$ cat config.mk
export PLATFORM = sky130hd
export DESIGN_NAME = compute_unit_param_flat
export DESIGN_NICKNAME = d
export VERILOG_FILES = /design/src/rtl/compute_unit_pkg.sv /design/src/rtl/compute_unit_param_if.sv /design/src/rtl/compute_unit_param_delay_pipe.sv /design/src/rtl/compute_unit_param.sv /design/src/flat_wrapper.sv
export SDC_FILE = /design/constraint.sdc
export NUM_CORES = 1
export LEC_CHECK = 0
export ABC_AREA = 1
export BUFFER_PORTS_ARGS = -buffer_cell sky130_fd_sc_hd__buf_2
export CORE_ASPECT_RATIO = 1.2
export CORE_MARGIN = 2
export CORE_UTILIZATION = 54
export DETAILED_ROUTE_END_ITERATION = 7
export PLACE_DENSITY = 0.85
export SETUP_SLACK_MARGIN = 0.2
export SLEW_MARGIN = 20
export SYNTH_ARGS = -nofsm -noshare
export SYNTH_HDL_FRONTEND = slang
export SYNTH_HIERARCHICAL = 1
export SYNTH_SLANG_ARGS = --single-unit
$ cat constraint.sdc
create_clock -name clock -period 2.5 [get_ports clock]
set_clock_uncertainty 0.15 [all_clocks]
set_input_delay 0 -clock clock [delete_from_list [all_inputs] [get_ports clock]]
set_output_delay 0 -clock clock [all_outputs]
set_load 0.1 [all_outputs]
$ cat src/rtl/compute_unit_pkg.sv
// Shared opcode encodings, FSM state encoding and opcode helpers for the
// compute_unit_param block.
package compute_unit_pkg;

   typedef logic [2:0] op_t;
   typedef logic [1:0] state_t;

   localparam op_t OP_ADD  = 3'b000;
   localparam op_t OP_SUB  = 3'b001;
   localparam op_t OP_AND  = 3'b010;
   localparam op_t OP_OR   = 3'b011;
   localparam op_t OP_XOR  = 3'b100;
   localparam op_t OP_MAX  = 3'b101;
   localparam op_t OP_ACC  = 3'b110;
   localparam op_t OP_LOAD = 3'b111;

   localparam logic [1:0] ST_IDLE   = 2'd0;
   localparam logic [1:0] ST_HAVE_A = 2'd1;
   localparam logic [1:0] ST_BUSY   = 2'd2;

   // ACC and LOAD take their single operand on the first capture.
   function automatic logic is_single_op(input op_t op);
      return (op == OP_ACC) || (op == OP_LOAD);
   endfunction

endpackage

$ cat src/rtl/compute_unit_param_if.sv
// Capture-stream / result bus of compute_unit_param. The stimulus source
// uses the master modport, the compute unit the slave modport.
interface compute_unit_param_if
   import compute_unit_pkg::*;
#(
   parameter int WIDTH = 4
);
   logic [WIDTH-1:0] d_in;
   op_t              op;
   logic             capture;
   logic             ready;
   logic             valid;
   logic [WIDTH:0]   result;
   logic             flag;
   logic             drop_err;

   modport master (
      output d_in, op, capture,
      input  ready, valid, result, flag, drop_err
   );

   modport slave (
      input  d_in, op, capture,
      output ready, valid, result, flag, drop_err
   );
endinterface

$ cat src/rtl/compute_unit_param_delay_pipe.sv
// LATENCY-deep shift register carrying {vld, op, A, B/d} from the sampling
// edge to the ALU that sits at its output.
module result_delay_pipe
   import compute_unit_pkg::*;
#(
   parameter int DW      = 4,
   parameter int LATENCY = 1
) (
   input  logic          clock,
   input  logic          rst_n,
   input  logic          in_vld,
   input  op_t           in_op,
   input  logic [DW-1:0] in_a,
   input  logic [DW-1:0] in_b,
   output logic          out_vld,
   output op_t           out_op,
   output logic [DW-1:0] out_a,
   output logic [DW-1:0] out_b
);
   localparam int SW = 1 + 3 + 2 * DW;

   genvar gi;
   generate
      for (gi = 0; gi < LATENCY; gi++) begin : g_stage
         logic [SW-1:0] data_reg;
         if (gi == 0) begin : g_first
            always_ff @(posedge clock) begin
               if (!rst_n) data_reg <= '0;
               else        data_reg <= {in_vld, in_op, in_a, in_b};
            end
         end else begin : g_rest
            always_ff @(posedge clock) begin
               if (!rst_n) data_reg <= '0;
               else        data_reg <= g_stage[gi-1].data_reg;
            end
         end
      end
   endgenerate

   assign {out_vld, out_op, out_a, out_b} = g_stage[LATENCY-1].data_reg;

endmodule

$ cat src/rtl/compute_unit_param.sv
// Two-operand / accumulate compute unit: collects operands from a capture
// stream, runs them through a delay pipe and registers the ALU result.
module compute_unit_param
   import compute_unit_pkg::*;
#(
   parameter int WIDTH   = 4,
   parameter int LATENCY = 1
) (
   input  logic          clock,
   input  logic          rst_n,
   compute_unit_param_if.slave bus
);
   state_t           state_reg, state_next;
   op_t              op_reg, op_next;
   logic [WIDTH-1:0] a_reg, a_next;
   logic [WIDTH:0]   acc_reg, acc_next;
   logic [WIDTH:0]   result_reg, result_next;
   logic             flag_reg, flag_next;
   logic             drop_reg, drop_next;
   logic             valid_reg;
   logic             ready;

   logic             in_vld;
   op_t              in_op;
   logic [WIDTH-1:0] in_a;
   logic [WIDTH-1:0] in_b;
   logic             p_vld;
   op_t              p_op;
   logic [WIDTH-1:0] p_a;
   logic [WIDTH-1:0] p_b;

   logic [WIDTH:0]   a_x;
   logic [WIDTH:0]   b_x;
   logic [WIDTH+1:0] acc_sum;
   logic [WIDTH:0]   alu_res;
   logic             alu_flag;

   assign ready = (state_reg != ST_BUSY);

   result_delay_pipe #(
      .DW      (WIDTH),
      .LATENCY (LATENCY)
   ) u_pipe (
      .clock   (clock),
      .rst_n   (rst_n),
      .in_vld  (in_vld),
      .in_op   (in_op),
      .in_a    (in_a),
      .in_b    (in_b),
      .out_vld (p_vld),
      .out_op  (p_op),
      .out_a   (p_a),
      .out_b   (p_b)
   );

   // Operand collection; the pipe is launched on the capture completing a transaction.
   always_comb begin
      state_next = state_reg;
      op_next    = op_reg;
      a_next     = a_reg;
      drop_next  = drop_reg;
      in_vld     = 1'b0;
      in_op      = op_reg;
      in_a       = a_reg;
      in_b       = bus.d_in;

      if (bus.capture && !ready) drop_next = 1'b1;

      case (state_reg)
         ST_IDLE: begin
            if (bus.capture) begin
               op_next = bus.op;
               if (is_single_op(bus.op)) begin
                  in_vld     = 1'b1;
                  in_op      = bus.op;
                  in_a       = '0;
                  state_next = ST_BUSY;
               end else begin
                  a_next     = bus.d_in;
                  state_next = ST_HAVE_A;
               end
            end
         end
         ST_HAVE_A: begin
            if (bus.capture) begin
               in_vld     = 1'b1;
               state_next = ST_BUSY;
            end
         end
         ST_BUSY: begin
            if (p_vld) state_next = ST_IDLE;
         end
         default: state_next = ST_IDLE;
      endcase
   end

   assign a_x     = {1'b0, p_a};
   assign b_x     = {1'b0, p_b};
   assign acc_sum = {1'b0, acc_reg} + {2'b00, p_b};

   always_comb begin
      alu_res  = '0;
      alu_flag = 1'b0;
      case (p_op)
         OP_ADD:  alu_res = a_x + b_x;
         OP_SUB: begin
            alu_res  = a_x - b_x;
            alu_flag = (p_a < p_b);
         end
         OP_AND:  alu_res = a_x & b_x;
         OP_OR:   alu_res = a_x | b_x;
         OP_XOR:  alu_res = a_x ^ b_x;
         OP_MAX: begin
            alu_res  = (p_b > p_a) ? b_x : a_x;
            alu_flag = (p_b > p_a);
         end
         OP_ACC: begin
            alu_res  = acc_sum[WIDTH:0];
            alu_flag = acc_sum[WIDTH+1];
         end
         default: alu_res = b_x;
      endcase
   end

   always_comb begin
      result_next = result_reg;
      flag_next   = flag_reg;
      acc_next    = acc_reg;
      if (p_vld) begin
         result_next = alu_res;
         flag_next   = alu_flag;
         if (is_single_op(p_op)) acc_next = alu_res;
      end
   end

   always_ff @(posedge clock) begin
      if (!rst_n) begin
         state_reg  <= ST_IDLE;
         op_reg     <= OP_ADD;
         a_reg      <= '0;
         acc_reg    <= '0;
         result_reg <= '0;
         flag_reg   <= 1'b0;
         drop_reg   <= 1'b0;
         valid_reg  <= 1'b0;
      end else begin
         state_reg  <= state_next;
         op_reg     <= op_next;
         a_reg      <= a_next;
         acc_reg    <= acc_next;
         result_reg <= result_next;
         flag_reg   <= flag_next;
         drop_reg   <= drop_next;
         valid_reg  <= p_vld;
      end
   end

   assign bus.ready    = ready;
   assign bus.valid    = valid_reg;
   assign bus.result   = result_reg;
   assign bus.flag     = flag_reg;
   assign bus.drop_err = drop_reg;

endmodule

$ cat src/flat_wrapper.sv
// flat-port wrapper written by rule: the top's interface ports become plain ports
module compute_unit_param_flat import compute_unit_pkg::*;
#(
   parameter int WIDTH   = 4,
   parameter int LATENCY = 1
)
  (clock, rst_n, bus_d_in, bus_op, bus_capture, bus_ready, bus_valid, bus_result, bus_flag, bus_drop_err);
  compute_unit_param_if #(.WIDTH(WIDTH)) bus_i ();
  input  logic clock;
  input  logic rst_n;
  input wire logic [$bits(bus_i.d_in)-1:0] bus_d_in;
  input wire logic [$bits(bus_i.op)-1:0] bus_op;
  input wire logic [$bits(bus_i.capture)-1:0] bus_capture;
  output wire logic [$bits(bus_i.ready)-1:0] bus_ready;
  output wire logic [$bits(bus_i.valid)-1:0] bus_valid;
  output wire logic [$bits(bus_i.result)-1:0] bus_result;
  output wire logic [$bits(bus_i.flag)-1:0] bus_flag;
  output wire logic [$bits(bus_i.drop_err)-1:0] bus_drop_err;
  assign bus_i.d_in = bus_d_in;
  assign bus_i.op = bus_op;
  assign bus_i.capture = bus_capture;
  assign bus_ready = bus_i.ready;
  assign bus_valid = bus_i.valid;
  assign bus_result = bus_i.result;
  assign bus_flag = bus_i.flag;
  assign bus_drop_err = bus_i.drop_err;
  compute_unit_param #(.WIDTH(WIDTH), .LATENCY(LATENCY)) u_core (.clock(clock), .rst_n(rst_n), .bus(bus_i));
endmodule
==> impl_metrics.toml, run 1 <==
[status]
status = "completed"

[cts]
cts-root-buf = "clkbuf_8"
clkTransAtPathRegs_ns = 0.07
cts_buffers = 5
cts_tree = "done"
clock-sinks = 34
h-tree-depth = 2
clock_latency_ns = 0.27
cts_buffer_depth = 2

[layout]
fin_util_pct = 66.01
diodes = 0
area_growth_pct = 16.82
nNetsFinal = 368
largest_register_ffs = 12
final_cell_area_sq_um = 2399
final_cells = 392
drive_gt1_share_pct = 10.88

[sta]
worstMarginPinSlew_ns = 0.4917
setup_violations = 0
finalCriticalPeriod_ns = 2.074
final_max_slew_viol_count = 0
layout_setup_ws_ns = 0.4264
timing.hold.ws_ns = 0.3051
finalSetupTns_ns = 0
fmaxAchievable_mhz = 482.3
fin_crit_sh_pct = 82.94
rsz0062_at_grt = "no"
relSlewSlack_pct = 66.97
hold_violations = 0

[worst_setup_path]
critPathKind = "reg2reg"
crit_start = "u_core/u_pipe/g_stage[0].data_reg[4]$_SDFF_PN0_"
r2r_end = "u_core/bus.result[2]$_SDFFE_PN0P_"
rrSetupSlack_ns = 0.43
endpoint_kind = "flop"
worstPathArrival_ns = 2.10
crit_fanout = 3
r2r_start = "u_core/u_pipe/g_stage[0].data_reg[4]$_SDFF_PN0_"
ff2ff_path_depth = 11
cp-start-kind = "flop"
crit_required_ns = 2.53
endpoint = "u_core/bus.result[2]$_SDFFE_PN0P_"

[logic_synthesis]
synth-seq-area-share_pct = 33.15
synth_warnings = 6
post_synth_instance_area_sq_um = 2053
yosysTopAreaCell = "dfxtp_1"
syn_area_per_cell_sq_um = 6.666
ys_seq_elements = 34
synth_top_area_share_pct = 33.15
async_reset_ff_share_pct = 0
synth_flop_cell = "dfxtp_1"
synth_edf_count = 0
synthesis.nets = 337
synth_cells = 308
yosysMostFrequentCell = "nand2_1"
yosys-top-cells-count = "67 x nand2_1, 66 x inv_1, 34 x dfxtp_1, 34 x nor2_1, 30 x nand3_1"
synthDistinctLibCells = 23
synthTopCellsByArea = "dfxtp_1 33%, nand2_1 12%, inv_1 12%, ha_1 9.8%, nand3_1 7.3%"

[global_routing]
grt-busiest-layer = "met2"
grt_util_all_layers_pct = 23.63
grt_antenna_before_repair = 0
grt_use_met2_pct = 42.39
grt_pass1_wl_microns = 7762
met3_usage_pct = 4.152
grtUsageMet1_pct = 27.12
grt_max_degree = 28
first_global_vias = 1843
overflow = 0

[detailed_routing]
post_drt_wl_per_cell_microns = 11.89
ant_nets = 0
drc = 0
drtIter0Drc = 58
wl_microns = 4662
first_pass_iters = 4
vias = 1926
vias_per_cell = 4.913

[die]
core_area_sq_um = 3633
dieArea_sq_um = 4313
initial_utilization_pct = 56.51
die_y_microns = 71.55
die_x_microns = 60.29
rows = 24
io_pins = 19

[power_and_ir_drop]
power_mw = 1.351
vdd_ir_drop_max_mv = 0.4107
cellPowerDensity_nw_per_um2 = 563.3
leakagePower_nw = 1.248

[hold_path]
hold_path_class = "reg2reg"

[placement]
place_area_sq_um = 2181
preCtsSetupSlack_ns = 0.3557
hpwl_microns = 3386
globalplace.congestion = 0.9334
dp.cells = 374
io_buffers = 18

[run]
maxCapViolCount = 0
[metal layers]
metal | wire [microns] | share of wire, %
met1 | 1913 | 41
met2 | 2497 | 54
met3 | 170 | 3.6
met4 | 80 | 1.7
met5 | 0 | 0
[worst max-delay path: stages, from the launching register on]
cell and delay (ns):
dfxtp_1 0.34, inv_1 0.08, ha_1 0.25, fa_1 0.39
nor2_1 0.15, nor2_1 0.08, nor2_1 0.09, nand3_1 0.08
nor2_1 0.16, nand3_1 0.10, nand2_1 0.08, inv_1 0.03
[how the worst min path moves through the flow]
stage | end | cells past startpoint | start
finish | u_core/a_reg[3]$_SDFFE_PN0P_ | 2 | u_core/a_reg[3]$_SDFFE_PN0P_
global route | u_core/bus.drop_err$_SDFFE_PN0P_ | 1 | u_core/bus.drop_err$_SDFFE_PN0P_
CTS | u_core/u_pipe/g_stage[0].data_reg[0]$_SDFF_PN0_ | 4 | bus_d_in[0]
detailed placement | u_core/u_pipe/g_stage[0].data_reg[3]$_SDFF_PN0_ | 3 | bus_d_in[3]
global placement | u_core/u_pipe/g_stage[0].data_reg[0]$_SDFF_PN0_ | 3 | bus_d_in[0]
floorplan | u_core/u_pipe/g_stage[0].data_reg[9]$_SDFF_PN0_ | 2 | rst_n
[cells by family after synthesis]
family / share of synthesized area [%]
AO/OA/AOI/OAI: 10.60
XOR/XNOR: 0.8533
buffers and inverters: 14.14
adder cells (fa/ha/maj): 12.68
flip-flops: 33.15
AND/OR/NAND/NOR: 28.58
[where the power goes]
group / total (mW) / switching [mW] / internal [mW]
sequential: 0.602 / 0.0278 / 0.574
clock: 0.465 / 0.187 / 0.278
combinational: 0.284 / 0.197 / 0.0869
total: 1.35 / 0.412 / 0.939
[cell usage in the layout, fill, tap and decap left out, types with 2 or more instances in the layout]
cell            n
nor2_1         34
o21ai_0        13
nor3_1          4
nand3_1        30
ha_1           14
ha_2            2
xor2_1          2
o31ai_1         2
fa_1            3
buf_2          18
clkbuf_8        8
inv_2           2
o211ai_1        2
dfxtp_2         2
or2_2           2
dlygate4sd3_1  10
a21oi_1        15
o21a_1          4
dfxtp_1        32
nor2_2          2
nand2_1        67
nand4_1         2
a31oi_1         2
inv_1          66
[cell type report]
type / count / area (sq um)
well taps: 52 / 65.06
fillers: 318 / 1235
flip-flops and latches: 34 / 683.2
repair buffers: 29 / 197.7
inverters: 68 / 255.2
multi-input cells: 201 / 1087
clock buffers: 8 / 110.1
[repair_timing]
item	in CTS	in global routing
resized for setup	0	4
endpoints found under the setup margin	0	2
hold buffers	10	0
setup buffers	0	0
endpoints found under the hold margin	18	0
No activity file was read; power rests on OpenSTA's default activity.
==> inputs of run 2 (changes only) <==
==> constraint.sdc (replaced) <==
create_clock -name clock -period 1.95 [get_ports clock]
set_clock_uncertainty 0.15 [all_clocks]
set_input_delay 0 -clock clock [delete_from_list [all_inputs] [get_ports clock]]
set_output_delay 0 -clock clock [all_outputs]
set_load 0.1 [all_outputs]
==> impl_metrics.toml, run 2 (synthesized netlist as in run 1, its figures left out) <==
[layout]
nNetsFinal = 382
final_cell_area_sq_um = 2650
final_cells = 406
area_growth_pct = 29.07
largest_register_ffs = 12
drive_gt1_share_pct = 25.14
layout_commonest_cell = "nand2_1"
final_cell_mix = "64 x nand2_1, 59 x inv_1, 29 x nor2_1, 29 x dfxtp_1, 23 x nand3_1"
diodes = 0

[worst_setup_path]
endpoint = "u_core/acc_reg[1]$_SDFFE_PN0P_"
crit_required_ns = 1.99
critPathKind = "reg2reg"
cp.depth = 12
path_buf_inv = 3
cpMaxStageDelayCell = "fa_2"
r2r_start = "u_core/u_pipe/g_stage[0].data_reg[0]$_SDFF_PN0_"
cp-start-kind = "flop"
worstPathArrival_ns = 1.95
crit_fanout = 4
critPathMaxStageDelay_ns = 0.52
r2r_end = "u_core/acc_reg[1]$_SDFFE_PN0P_"
path_cells = "ha_4 -> inv_2 -> fa_2 -> inv_2 -> nand2_2 -> o21ai_2 -> nor2_1 -> nand2_1 -> nor2_2 -> nand3_1 -> nand2_1 -> inv_1"
ff2ff_path_depth = 12
endpoint_kind = "flop"
critPathTopFamily = "adder cells"
rrSetupSlack_ns = 0.04
crit_start = "u_core/u_pipe/g_stage[0].data_reg[0]$_SDFF_PN0_"

[die]
die_x_microns = 60.29
initial_utilization_pct = 56.51
rows = 24
die_y_microns = 71.55
io_pins = 19
dieArea_sq_um = 4313
core_area_sq_um = 3633

[placement]
dp.cells = 387
place_area_sq_um = 2315
io_buffers = 18
hpwl_microns = 3555
globalplace.congestion = 0.9095

[detailed_routing]
drc = 0
ant_nets = 0
vias = 2113
wl_microns = 5038
drtIter0Drc = 62
post_drt_wl_per_cell_microns = 12.41
vias_per_cell = 5.204
first_pass_iters = 5

[cts]
cts_tree = "done"
clock-sinks = 34
cts_buffers = 5
clkTransAtPathRegs_ns = 0.07
h-tree-depth = 2
cts-root-buf = "clkbuf_8"
cts_buffer_depth = 2
clock_latency_ns = 0.28

[hold_path]
hold_path_class = "reg2reg"

[sta]
finalSetupTns_ns = 0
relSlewSlack_pct = 62.84
fin_crit_sh_pct = 97.91
worstMarginPinSlew_ns = 0.5531
timing.hold.ws_ns = 0.3024
finalCriticalPeriod_ns = 1.909
hold_violations = 0
final_max_slew_viol_count = 0
setup_violations = 0
rsz0062_at_grt = "yes"
fmaxAchievable_mhz = 523.8

[global_routing]
grt_antenna_before_repair = 0
grt_max_degree = 21
first_global_vias = 1985
overflow = 0
grt_util_all_layers_pct = 25.25
grt_pass1_wl_microns = 8293

[power_and_ir_drop]
leakagePower_nw = 1.333
power_mw = 1.751
cellPowerDensity_nw_per_um2 = 660.9
vdd_ir_drop_max_mv = 0.6379

[run]
maxCapViolCount = 0

[status]
status = "completed"
-- run 2: worst min-delay path by stage --
stage	cells after the start	to	startpoint	slack, ns
after floorplan	2	u_core/u_pipe/g_stage[0].data_reg[9]$_SDFF_PN0_	rst_n	-0.06
after global placement	3	u_core/u_pipe/g_stage[0].data_reg[3]$_SDFF_PN0_	bus_d_in[3]	0.05
after detailed placement	3	u_core/u_pipe/g_stage[0].data_reg[2]$_SDFF_PN0_	bus_d_in[2]	0.06
after CTS	4	u_core/u_pipe/g_stage[0].data_reg[3]$_SDFF_PN0_	bus_d_in[3]	0.30
after global routing	4	u_core/u_pipe/g_stage[0].data_reg[0]$_SDFF_PN0_	bus_d_in[0]	0.33
final	2	u_core/a_reg[0]$_SDFFE_PN0P_	u_core/a_reg[0]$_SDFFE_PN0P_	0.30
-- run 2: area by class of cell --
type	instances	area (sq um)
tap	52	65.06
multi-input combinational	201	1236
sequential	34	689.4
timing repair buffer	43	304.0
fill	254	983.4
clock buffer	6	82.58
inverter	68	260.3
clock inverter	2	12.51
-- run 2: through the flow --
step | worst slack, ns | util (%)
detailed placement | -0.02108 | 63.71
floorplan | 0.1699 | -
global placement | 0.01293 | 63.71
global route | -0.1227 | 72.93
finish | 0.04076 | 72.93
CTS | 0.03262 | 69.70
-- run 2: report_power, final --
group	internal (mW)	switching [mW]	total (mW)	leakage, nW
clock network	0.283	0.249	0.533	0.0472
registers	0.736	0.0294	0.765	0.280
logic	0.161	0.292	0.453	1.01
total	1.18	0.571	1.75	1.33
-- run 2: metal layers --
metal / global-route usage, % / vias to the layer above / share of wire, %
met4: 9.630 / 0 / 2.8
li1: - / 1040 / -
met1: 29.08 / 974 / 41
met3: 4.332 / 15 / 4.3
met2: 45.17 / 84 / 52
met5: 0 / - / 0
-- run 2: timing repair --
| item | CTS | global route |
|---|---|---|
| gates cloned | 0 | 0 |
| hold buffers | 9 | 0 |
| gates resized for setup | 9 | 27 |
| endpoints found under the setup margin | 11 | 15 |
| buffers inserted | 1 | 1 |
| endpoints found under the hold margin | 20 | 0 |
| pin swaps | 3 | 12 |
-- run 2: worst register-to-register path, cell delays in order (launching register included) --
cell and delay, ns:
dfxtp_4 0.39, ha_4 0.14, inv_2 0.04, fa_2 0.52, inv_2 0.03, nand2_2 0.05
o21ai_2 0.05, nor2_1 0.09, nand2_1 0.07, nor2_2 0.10, nand3_1 0.08, nand2_1 0.07
inv_1 0.03
